--- src/rtl/gate_2_exerciser_if.sv ---
// Gate-under-test bundle: stimulus A/B out, response Y in,
// plus run control and result reporting.
interface gate_2_exerciser_if;
  logic       START;
  logic       Y;
  logic       A;
  logic       B;
  logic       BUSY;
  logic       DONE;
  logic       PASS;
  logic [3:0] FAIL_MASK;
  logic [7:0] ERR_CNT;

  modport master (
    input  START, Y,
    output A, B, BUSY, DONE, PASS,
    output FAIL_MASK, ERR_CNT
  );

  modport slave (
    output START, Y,
    input  A, B, BUSY, DONE, PASS,
    input  FAIL_MASK, ERR_CNT
  );
endinterface

--- src/rtl/gate_2_exerciser.sv ---
// Truth-table walker for a 2-input gate: drives AB=00..11,
// waits SETTLE cycles per vector, checks Y against TRUTH.
module gate_2_exerciser #(
  parameter logic [3:0] TRUTH  = 4'b1110,
  parameter int         SETTLE = 2
) (
  input logic CLK,
  input logic RST_N,
  gate_2_exerciser_if.master bus
);

  typedef enum logic [1:0] {
    IDLE,
    HOLD,
    REPORT
  } state_e;

  localparam logic [3:0] RELOAD = 4'(SETTLE - 1);

  state_e     state_q, state_d;
  logic [1:0] v_q, v_d;
  logic [3:0] cnt_q, cnt_d;
  logic [3:0] mask_q, mask_d;
  logic       pass_q, pass_d;
  logic [7:0] err_q, err_d;
  logic       miss;

  assign miss = bus.Y != TRUTH[v_q];

  always_ff @(posedge CLK) begin
    if (!RST_N) begin
      state_q <= IDLE;
      v_q     <= 2'd0;
      cnt_q   <= 4'd0;
      mask_q  <= 4'd0;
      pass_q  <= 1'b0;
      err_q   <= 8'd0;
    end else begin
      state_q <= state_d;
      v_q     <= v_d;
      cnt_q   <= cnt_d;
      mask_q  <= mask_d;
      pass_q  <= pass_d;
      err_q   <= err_d;
    end
  end

  always_comb begin
    state_d = state_q;
    v_d     = v_q;
    cnt_d   = cnt_q;
    mask_d  = mask_q;
    pass_d  = pass_q;
    err_d   = err_q;
    unique case (state_q)
      IDLE, REPORT: begin
        state_d = IDLE;
        if (bus.START) begin
          state_d = HOLD;
          v_d     = 2'd0;
          cnt_d   = RELOAD;
          mask_d  = 4'd0;
        end
      end
      HOLD: begin
        if (cnt_q != 4'd0) begin
          cnt_d = cnt_q - 4'd1;
        end else begin
          if (miss) begin
            mask_d[v_q] = 1'b1;
            if (err_q != 8'hFF) err_d = err_q + 8'd1;
          end
          if (v_q != 2'd3) begin
            v_d   = v_q + 2'd1;
            cnt_d = RELOAD;
          end else begin
            state_d = REPORT;
            pass_d  = mask_d == 4'd0;
          end
        end
      end
      default: state_d = IDLE;
    endcase
  end

  assign bus.A         = v_q[1];
  assign bus.B         = v_q[0];
  assign bus.BUSY      = state_q == HOLD;
  assign bus.DONE      = state_q == REPORT;
  assign bus.PASS      = pass_q;
  assign bus.FAIL_MASK = mask_q;
  assign bus.ERR_CNT   = err_q;

endmodule

--- src/flat_wrapper.sv ---
// flat-port wrapper written by rule: the top's interface ports become plain ports
module gate_2_exerciser_flat 
#(
  parameter logic [3:0] TRUTH  = 4'b1110,
  parameter int         SETTLE = 2
)
  (CLK, RST_N, bus_START, bus_Y, bus_A, bus_B, bus_BUSY, bus_DONE, bus_PASS, bus_FAIL_MASK, bus_ERR_CNT);
  gate_2_exerciser_if bus_i ();
  input logic CLK;
  input logic RST_N;
  input wire logic [$bits(bus_i.START)-1:0] bus_START;
  input wire logic [$bits(bus_i.Y)-1:0] bus_Y;
  output wire logic [$bits(bus_i.A)-1:0] bus_A;
  output wire logic [$bits(bus_i.B)-1:0] bus_B;
  output wire logic [$bits(bus_i.BUSY)-1:0] bus_BUSY;
  output wire logic [$bits(bus_i.DONE)-1:0] bus_DONE;
  output wire logic [$bits(bus_i.PASS)-1:0] bus_PASS;
  output wire logic [$bits(bus_i.FAIL_MASK)-1:0] bus_FAIL_MASK;
  output wire logic [$bits(bus_i.ERR_CNT)-1:0] bus_ERR_CNT;
  assign bus_i.START = bus_START;
  assign bus_i.Y = bus_Y;
  assign bus_A = bus_i.A;
  assign bus_B = bus_i.B;
  assign bus_BUSY = bus_i.BUSY;
  assign bus_DONE = bus_i.DONE;
  assign bus_PASS = bus_i.PASS;
  assign bus_FAIL_MASK = bus_i.FAIL_MASK;
  assign bus_ERR_CNT = bus_i.ERR_CNT;
  gate_2_exerciser #(.TRUTH(TRUTH), .SETTLE(SETTLE)) u_core (.CLK(CLK), .RST_N(RST_N), .bus(bus_i));
endmodule
--- config.mk ---
export PLATFORM = sky130hd
export DESIGN_NAME = gate_2_exerciser_flat
export DESIGN_NICKNAME = d
export VERILOG_FILES = /design/src/rtl/gate_2_exerciser_if.sv /design/src/rtl/gate_2_exerciser.sv /design/src/flat_wrapper.sv
export SDC_FILE = /design/constraint.sdc
export NUM_CORES = 1
export LEC_CHECK = 0
export BUFFER_PORTS_ARGS = -buffer_cell sky130_fd_sc_hd__buf_2
export CORE_MARGIN = 5
export CORE_UTILIZATION = 45
export DETAILED_ROUTE_END_ITERATION = 12
export MAX_ROUTING_LAYER = met4
export PLACE_DENSITY_LB_ADDON = 0.25
export SETUP_SLACK_MARGIN = 0.05
export SKIP_CTS_REPAIR_TIMING = 1
export SYNTH_ARGS = -nofsm -noshare
export SYNTH_HDL_FRONTEND = slang
export SYNTH_SLANG_ARGS = --single-unit
--- constraint.sdc ---
create_clock -name CLK -period 4.2 [get_ports CLK]
set_input_delay 0.21 -clock CLK [delete_from_list [all_inputs] [get_ports CLK]]
set_output_delay 0.21 -clock CLK [all_outputs]
set_load 0.02 [all_outputs]
==> results.md, run 1 <==
- DPL Wire Length: 1.743 mm
- Initial antenna violation count: 0
- Worst-path cell chain: inv_1 -> ha_1 -> xnor2_1 -> nand3_2 -> or4_1 -> a21oi_1
- CP startpoint kind: flop
- Yosys top cell by area: dfxtp_1
- Area delta synth->final: 12.87%
- CP endpoint kind: flop
- Origin of the critical flop-to-flop path: u_core.v_q[0]
- Worst slew pin tran: 0.5441 ns
- Sw Ratio: 29.79%
- GRT overflow: 0
- Mean area per synthesized cell: 9.005 um2
- Wire per inst: 13.95 um
- Most common cell after layout, fill and taps aside: dfxtp_1
- # clock sinks: 21
- Crit path DAT: 2.35 ns
- RSZ-0062 raised after global routing: no
- Most frequent cells in the layout: 21 x dfxtp_1, 20 x buf_2, 10 x nand2_1
- Tot GR Track Use: 16.30%
- Vias: 970
- Area of the core: 2410 um2
- Post-synthesis cell area: 1099 um2
- DRC viols: 0
- YS warnings: 0
- Worst hold start: bus_Y
- Final RePlAce weighted congestion: 0.8246
- EDFF count, synth: 0
- DR iter-0 viols: 16
- Crit path buf inv count: 1
- First-pass GRT wire length: 4.264 mm
- Delay-heaviest family, CP: simple AND/OR/NAND/NOR gates
- Starting Density: 45.59%
- Reg-to-reg endpoint: u_core.bus.ERR_CNT[4]
- Max-cap violations: 0
- Async S/R FF share, synth: 0%
- Clk buf depth: 2
- Mapped Cells: 122
- Pre-Repair DR Iteration Count: 4
- Port bufs: 20
- Final setup viols: 0
- Worst Path Max Fanout: 15
- Vias in the first global route: 975
- Die Y: 59.41 um
- Sequential area share after synthesis: 38.27%
- Crit-path max cell delay: 0.57 ns
- Final layout net count: 154
- Largest net degree at the start of global routing: 16
- Unique masters post-synth: 40
- Hold Vio Cnt, Final: 0
- Reg clk slew, reported paths: 0.12 ns
- Post-Route WL: 2.400 mm
- Pre-CTS setup slack: 2.152 ns
- Routed vias/inst: 5.640
- NetSw: 112.9 uW
- Setup CP Type: flop to flop
- Comb pwr share: 16.9%
- Pins Over Slew Limit: 0
- Power per cell area: 305.8 nW/um2
- Routed Antenna Nets: 0
- Int Power: 266.2 uW
- Pwr Total: 379.1 uW
- Top FF cell, synth: dfxtp_1
- Status: finished clean
- Lkg Pwr: 0.4977 nW
- R2R Setup Slk: 2.11 ns
- H-tree depth: 1
- Flops & latches, synth: 21
- Worst-skew pair later-pin latency: 0.31 ns
- Die X-Extent: 59.41 um
- Sequential fraction of design power: 56.3%
- Hold endpoint: u_core.bus.FAIL_MASK[0]
- Core Rows: 18
- Clock root buffer: clkbuf_4
- PnR worst setup slack: 2.109 ns
- Layout cells sized above 1: 22.54%
- Area share of the largest cell type after synthesis: 38.27%
- CTS buffer count: 3
- Tcrit/Tclk final: 49.79%
- Number of fill cells: 234
- CTS tree: yes
- Largest cells by area after synthesis: dfxtp_1 38%, ha_1 8.0%, a21oi_1 3.6%
- Slew headroom: 63.59%
- Crit-path slowest cell: or4_1
- Die area: 3530 um2
- Final Skew: 0.004123 ns
- Setup TNS: 0 ns
- FF+latch area: 420.4 um2
- Layout Utilization: 51.45%
- Clock share of power: 26.8%
- Area of the multi-input gates: 621.8 um2
- VDD IR max: 213.1 uV
- Hold depth: 3
- Post-Syn Nets: 133
- Ant diodes: 0
- Top Ports: 21
- Fmax: 0.4782 GHz
- Tightest hold margin: 0.1930 ns
- Worst reg2reg path depth: 6
- Min Tclk post-route: 2.091 ns
- HP Class: input pin to flop
- WP data required: 4.45 ns
-- through the flow --
step | area [um2] | cells
global placement | 1212 | 168
detailed placement | 1212 | 168
global route | 1240 | 172
CTS | 1240 | 172
floorplan | 1099 | 122
finish | 1240 | 172
-- state kept, by name, indices dropped and copies added (netlist names) --
register and count:
u_core.bus.ERR_CNT 8, u_core.bus.FAIL_MASK 4, u_core.cnt_q 4, u_core.state_q 2, u_core.v_q 2, u_core.bus.PASS 1
-- worst max-delay path by stage --
stage	startpoint	to	cells after the start
final	u_core.v_q[0]	u_core.bus.ERR_CNT[4]	6
after global routing	u_core.v_q[0]	u_core.bus.ERR_CNT[4]	6
after CTS	u_core.v_q[0]	u_core.bus.ERR_CNT[4]	6
after detailed placement	u_core.v_q[0]	u_core.bus.ERR_CNT[4]	6
after global placement	u_core.v_q[0]	u_core.bus.ERR_CNT[4]	6
after floorplan	u_core.v_q[0]	u_core.bus.ERR_CNT[2]	7
-- synthesized netlist by cell type, types with 3 or more instances --
master,count
dfxtp_1,21
nand2_1,10
a21oi_1,8
ha_1,7
inv_1,7
nor2_1,7
nand3_1,6
or4_1,5
a22oi_1,4
o31ai_1,4
or3_1,4
nand2b_1,3
o21ai_0,3
o41ai_1,3
-- logic make-up (layout without fill, tap and decap cells) --
family                     count (synthesis)  in the layout  synth area share (%)
and+or+nand+nor                           50             50                 27.56
AOI/OAI and AO/OA                         30             30                 19.36
DFF                                       21             21                 38.27
buffers and inverters                     12             32                 5.126
adders and majority gates                  7              7                 7.972
xor gates and xnor gates                   1              1                0.7974
muxes                                      1              1                0.9112
-- worst min-delay path: stages --
cell and delay, ns:
buf_2 0.10, a32oi_1 0.09, nor2_1 0.08
-- per-layer routing --
metal  global-route usage, %  vias to the layer above  routed length [um]
met2                   25.12                       29                1083
met1                   20.34                      448                1169
li1                        -                      489                   -
met4                   6.796                        0                  39
met3                   3.704                        4                 108
met5                       -                        -                   0
-- final cells by class --
type / instances / share of cell area [%]
inverters: 8 / 2.624
repair buffers: 20 / 8.073
multi-input cells: 89 / 50.15
clock buffers: 3 / 1.816
clock inverters: 1 / 0.4036
flip-flops and latches: 21 / 33.91
well taps: 30 / 3.027
-- power groups by stage --
| stage | clock network, mW | registers [mW] | logic [mW] |
|---|---|---|---|
| after floorplan | 0 | 0.220 | 0.0461 |
| after global placement | 0 | 0.217 | 0.0618 |
| after detailed placement | 0 | 0.218 | 0.0629 |
| after CTS | 0.106 | 0.214 | 0.0642 |
| after global routing | 0.115 | 0.215 | 0.0723 |
| final | 0.101 | 0.214 | 0.0641 |
(Power assumes the default switching activity.)
==> run 2: changes to the inputs <==
==> constraint.sdc (replaced) <==
create_clock -name CLK -period 2.2 [get_ports CLK]
set_input_delay 0.11 -clock CLK [delete_from_list [all_inputs] [get_ports CLK]]
set_output_delay 0.11 -clock CLK [all_outputs]
set_load 0.02 [all_outputs]
==> run 2 against run 1 <==
Effect of this change:
- sequential power increased by 91%
- power rose by 92%
- critical path depth stayed put
- global-route usage stayed put
- critical endpoint unchanged
- largest power group unchanged
==> results.md, run 2 (synthesized netlist as in run 1, its figures left out) <==
- First-pass GRT wire length: 4.264 mm (unchanged)
- Routed wl met2: 1.161 mm (+7.2%)
- Pwr Total: 729.4 uW (+92%)
- Setup TNS: 0 ns (unchanged)
- Max-cap violations: 0 (unchanged)
- PnR worst setup slack: 0.2807 ns (-1.828 ns)
- Crit path DAT: 2.17 ns (-0.18 ns)
- Clock root buffer: clkbuf_4
- Status: finished clean
- HP Class: input pin to flop
- Ant diodes: 0 (unchanged)
- Starting Density: 45.59% (unchanged)
- Top Ports: 21 (unchanged)
- Port bufs: 20 (unchanged)
- Routed vias/inst: 5.721 (+1.4%)
- Fmax: 0.5210 GHz (+9.0%)
- Final RePlAce weighted congestion: 0.8245 (about the same)
- Clk buf depth: 2 (unchanged)
- Most frequent cells in the layout: 20 x buf_2, 20 x dfxtp_1, 10 x nand2_1
- Pre-Repair DR Iteration Count: 4 (unchanged)
- DRC viols: 0 (unchanged)
- Pins Over Slew Limit: 0 (unchanged)
- Die Y: 59.41 um (unchanged)
- Reg clk slew, reported paths: 0.12 ns (about the same)
- Core Rows: 18 (unchanged)
- Slew headroom: 62.94% (-0.65 points)
- Initial antenna violation count: 0 (unchanged)
- Max Used Layer: met4
- Vias in the first global route: 975 (unchanged)
- WP data required: 2.45 ns (-2.00 ns)
- CTS buffer count: 3 (unchanged)
- Final setup viols: 0 (unchanged)
- Crit-path slowest cell: or4_1
- Largest register FFs: 8 (unchanged)
- CP startpoint kind: flop
- Worst hold start: bus_Y
- Pre-CTS setup slack: 0.1524 ns (-2.000 ns)
- # clock sinks: 21 (unchanged)
- Vias: 984 (+1.4%)
- Area of the core: 2410 um2 (unchanged)
- Worst Path Max Fanout: 15 (unchanged)
- RSZ-0062 raised after global routing: no
- Area delta synth->final: 14.35%
- Tcrit/Tclk final: 87.24% (+37 points)
- Die X-Extent: 59.41 um (unchanged)
- DR iter-0 viols: 20 (+4)
- Critical Path Start: u_core.v_q[1]
- Final Skew: 0.004531 ns (+0.0004080 ns)
- Lkg Pwr: 0.5048 nW (+1.4%)
- GRT overflow: 0 (unchanged)
- Final layout net count: 154 (unchanged)
- Die area: 3530 um2 (unchanged)
- WL met3: 108 um (unchanged)
- Setup CP Type: flop to flop
- Final std cells w/o fill: 172 (unchanged)
- Routed Antenna Nets: 0 (unchanged)
- Layout cells sized above 1: 23.94% (+1.4 points)
- Delay-heaviest family, CP: simple AND/OR/NAND/NOR gates
- Origin of the critical flop-to-flop path: u_core.v_q[1]
- CTS tree: yes
- Wire per inst: 14.30 um (+2.5%)
- DPL Wire Length: 1.743 mm (unchanged)
- VDD IR max: 407.2 uV (+91%)
- Largest net degree at the start of global routing: 16 (unchanged)
- Tightest hold margin: 0.1208 ns (-0.07217 ns)
- Area after DPL: 1212 um2 (unchanged)
- Met1 WL: 1.154 mm (-1.3%)
- CP endpoint kind: flop
- Post-Route WL: 2.460 mm (+2.5%)
- Min Tclk post-route: 1.919 ns (-0.1719 ns)
- Power per cell area: 580.7 nW/um2 (+90%)
- Crit path buf inv count: 1 (unchanged)
- Layout Utilization: 52.13% (+0.67 points)
- Post-Layout Inst Area: 1256 um2 (+1.3%)
- Dpl cells: 168 (unchanged)
- Worst-skew pair later-pin latency: 0.31 ns (about the same)
- Hold Vio Cnt, Final: 0 (unchanged)
- Crit-path max cell delay: 0.54 ns (-0.03 ns)
- H-tree depth: 1 (unchanged)
- Tot GR Track Use: 16.30% (unchanged)
- Worst-path cell chain: inv_1 -> ha_1 -> xnor2_2 -> nand3_4 -> or4_1 -> a21oi_1
- Worst slew pin tran: 0.5539 ns (+0.009739 ns)
## run 2: worst reg2reg max path: cells and delay by family (launching register included)
kind	cells	cell delay (ns)
AND/OR/NAND/NOR	2	0.73
adder cells (fa/ha/maj)	1	0.23
buffers and inverters	1	0.09
XOR/XNOR	1	0.25
flip-flops	1	0.42
AO/OA/AOI/OAI	1	0.15
## run 2: area by class of cell
type                            count  area [um2]
Fill cell                         231        1154
Inverter                            8       32.53
Clock buffer                        3       22.52
Multi-Input combinational cell     89       636.9
Clock inverter                      1       5.005
Tap cell                           30       37.54
Timing Repair Buffer               20       100.1
Sequential cell                    21       421.7
## run 2: power breakdown
group	leakage (nW)	switching [mW]	total, mW	internal [mW]
Clock	0.0177	0.124	0.192	0.0681
Combinational	0.316	0.0800	0.130	0.0496
Sequential	0.171	0.0145	0.408	0.394
## run 2: worst paths after layout
check	slack [ns]	depth (start not counted)	endpoint
max reg2reg	0.28	6	u_core.bus.ERR_CNT[4]
min reg2reg	0.50	2	u_core.bus.PASS
min	0.12	3	u_core.bus.FAIL_MASK[0]
max	0.28	6	u_core.bus.ERR_CNT[4]
## run 2: metal layers
metal	GRT usage [%]	vias to the layer above
met2	25.12	24
li1	-	493
met1	20.34	463
met5	-	-
met3	3.704	4
met4	6.796	0
